--- src/rtl/mux2x32_pkg.sv ---
// Shared word definitions for the 2:1 word multiplexer.
package mux2x32_pkg;
    localparam int WORD_W = 32;
    typedef logic [WORD_W-1:0] word_t;
endpackage

--- src/rtl/mux2x32_core.sv ---
// Combinational 2:1 select, built as independent per-bit selects.
module mux2x32_core
    import mux2x32_pkg::*;
#(
    parameter int WIDTH = WORD_W
) (
    output logic [WIDTH-1:0] y,
    input  logic             s,
    input  logic [WIDTH-1:0] a0,
    input  logic [WIDTH-1:0] a1
);
    for (genvar i = 0; i < WIDTH; i++) begin : g_bit
        // Only a definite 1 picks a1; an unknown select falls back to a0.
        assign y[i] = (s === 1'b1) ? a1[i] : a0[i];
    end
endmodule

--- src/rtl/mux2x32.sv ---
// 2:1 word mux with an optional reset-able output register for retiming.
module mux2x32
    import mux2x32_pkg::*;
#(
    parameter int               WIDTH     = WORD_W,
    parameter bit               OUT_REG   = 1'b0,
    parameter logic [WIDTH-1:0] RESET_VAL = '0
) (
    input  logic             clk,
    input  logic             rst,
    output logic [WIDTH-1:0] y,
    input  logic             s,
    input  logic [WIDTH-1:0] a0,
    input  logic [WIDTH-1:0] a1
);
    logic [WIDTH-1:0] y_d;

    mux2x32_core #(.WIDTH(WIDTH)) u_core (
        .y  (y_d),
        .s  (s),
        .a0 (a0),
        .a1 (a1)
    );

    if (OUT_REG) begin : g_reg
        logic [WIDTH-1:0] y_q;

        always_ff @(posedge clk or posedge rst) begin
            if (rst) y_q <= RESET_VAL;
            else     y_q <= y_d;
        end

        assign y = y_q;
    end else begin : g_comb
        // Clock and reset have no effect on the combinational build.
        logic unused_clk_rst;
        assign unused_clk_rst = clk ^ rst;
        assign y = y_d;
    end
endmodule

--- config.mk ---
export PLATFORM = sky130hd
export DESIGN_NAME = mux2x32
export DESIGN_NICKNAME = d
export VERILOG_FILES = /design/src/rtl/mux2x32_pkg.sv /design/src/rtl/mux2x32_core.sv /design/src/rtl/mux2x32.sv
export SDC_FILE = /design/constraint.sdc
export NUM_CORES = 1
export LEC_CHECK = 0
export ABC_AREA = 1
export CORE_MARGIN = 5
export CORE_UTILIZATION = 20
export DETAILED_ROUTE_END_ITERATION = 12
export PLACE_DENSITY = 0.88
export SLEW_MARGIN = 5
export SYNTH_ARGS = -nofsm -noshare
export SYNTH_HDL_FRONTEND = slang
export SYNTH_SLANG_ARGS = --single-unit
--- constraint.sdc ---
create_clock -name vclk -period 0.8
set_clock_uncertainty 0.1 [all_clocks]
set_input_delay 0.08 -clock vclk [all_inputs]
set_output_delay 0.08 -clock vclk [all_outputs]
set_load 0.05 [all_outputs]
==> results.md <==
* Status: finished with violations
* Failing checks: setup timing
* Most frequent cells in the layout: dlygate4sd2_1 (64), nand2_2 (58), nand2_4 (35), buf_12 (33), nand2_1 (3)
* Synth area leaders: nand2_1 (66%), nand2_2 (13%), clkbuf_8 (8.4%)
* Worst slew pin tran at 0.174 ns
* Number of global-route vias before repair at 1210
* Detail Placement HPWL at 2.75 mm
* Routed wire length at 3.84 mm
* Worst vdd ir at 0.000705 V
* Initial core utilization at 0.204
* Peak fanout along the critical path at 8
* Fmax at 1060 MHz
* WL/cell at 16.6 um
* Port buffer count at 97
* DRT iter0 DRCs at 34
* Most common cell after layout, fill and taps aside: dlygate4sd2_1
* Rows at 18
* Sequential area share after synthesis at 0
* Gr ovfl total at 0
* Total Routing Usage GR at 0.220
* Delay-heaviest family, CP: buffers and inverters
* Post-Layout Cell Count at 231
* Post-synthesis cell count at 104
* Yosys top cell area share at 0.656
* Net count after synthesis at 171
* Fillers at 122
* Inserted Diodes at 0
* Endpoints failing hold at 0
* Worst Path Required at 0.62 ns
* Crit path largest cell delay at 0.17 ns
* First drt pass iteration count at 4
* Slew headroom at 0.884
* Final worst slack at -0.139 ns
* First-pass GRT wire length at 5.91 mm
* Vias per cell at 4.44
* Die Ht at 59.6 um
* Avg Inst Size Synth at 4.73 sq um
* Cells along the critical path: buf_8 > buf_12 > inv_8 > nand2_2 > nand2_4 > buf_12
* Dominant cell type by area after synthesis: nand2_1
* Dpl cells at 226
* Post-CTS Setup Bufs at 0
* Die area at 0.00355 sq mm
* Post-route ant nets at 0
* Setup tns final at -4.00 ns
* Yosys cell types at 6
* Worst setup SP type: input port
* Min-delay src: a0[29]
* # Max-Cap Violations at 0
* Hold path depth at 4
* # setup viols final at 32
* RSZ-0062 raised after global routing: true
* Layout cells sized above 1 at 0.667
* Final nets at 270
* Layout area overhead at 344%
* Hold Path Sink: y[29]
* Syn. warnings at 0
* Initial antenna violation count at 0
* Worst Path Buf+Inv at 4
* Total number of sequential cells at 0
* Lkg Pwr at 1.10 nW
* WS Path Type: input port to primary output
* Remaining DRCs at 0
* Crit path max-delay cell type: buf_12
* FF+latch area at 0 sq um
* WHS at 0.508 ns
* # IOs at 99
* Synth Cell Area at 492 sq um
* Most used cell, CP: buf_12
* Hold-fix buffers, CTS at 0
* Via count at 1026
* Routability congestion estimate from global placement at 0.737
* Post-layout min period at 0.939 ns
* Clock buffer cells at 0
* CP arrival at 0.76 ns
* PwrDens at 828 mW/mm^2
* CP endpoint kind: primary output
* Largest net degree at the start of global routing at 14
* Pre-CTS setup slack at -0.663 ns
* Placeable Area at 0.00241 sq mm
* Hold WC Path Type: input port to primary output
* Final worst path period share at 1.17
* Count of pins over their slew limit at 0
* Die W at 59.6 um
-- cells by family after synthesis --
| family | after synthesis | synth area share |
|---|---|---|
| buffers and inverters | 8 | 0.216 |
| and+or+nand+nor | 96 | 0.784 |
-- power breakdown --
part | internal [W] | switching (W)
Clock | 0 | 0
Combinational | 0.000858 | 0.000947
Sequential | 0 | 0
-- routing by layer --
layer | global-route usage | wire, um
met5 | 0 | 0
met4 | 0.0158 | 0
met3 | 0.0436 | 332
met2 | 0.476 | 2310
met1 | 0.215 | 1200
-- metrics by stage --
step | util | cell area, sq um | total power, W
3_5_place_dp | 0.821 | 1980 | 0.00174
5_1_grt | 0.905 | 2180 | 0.00187
6_report | 0.905 | 2180 | 0.00180
4_1_cts | 0.901 | 2170 | 0.00180
3_3_place_gp | 0.821 | 1980 | 0.00171
2_1_floorplan | - | 717 | 0.000818
-- worst max path at each step --
| stage | end | depth (start not counted) | startpoint | slack [ns] |
|---|---|---|---|---|
| 2_1_floorplan | y[25] | 5 | s | -0.01 |
| 3_3_place_gp | y[11] | 6 | s | -0.61 |
| 3_5_place_dp | y[0] | 6 | s | -0.66 |
| 4_1_cts | y[28] | 6 | s | -0.13 |
| 5_1_grt | y[22] | 6 | s | -0.16 |
| 6_report | y[18] | 6 | s | -0.14 |
-- cells in the mapped netlist --
library cell / number
buf_6: 3
nand2_2: 10
buf_12: 1
clkbuf_8: 3
inv_8: 1
nand2_1: 86
-- timing repair --
action | in CTS | in global routing
setup endpoints to repair | 32 | 32
gates cloned | 5 | 0
gates resized for setup | 137 | 2
hold endpoints to repair | 0 | 0
pin swaps | 62 | 1
-- final cells by class --
cell class / instances / area, sq um / area share
inverters: 1 / 20.0 / 0.00918
multi-input cells: 96 / 768 / 0.352
well taps: 30 / 37.5 / 0.0172
repair buffers: 101 / 1310 / 0.600
repair inverters: 3 / 47.5 / 0.0218
(Power assumes the default switching activity.)
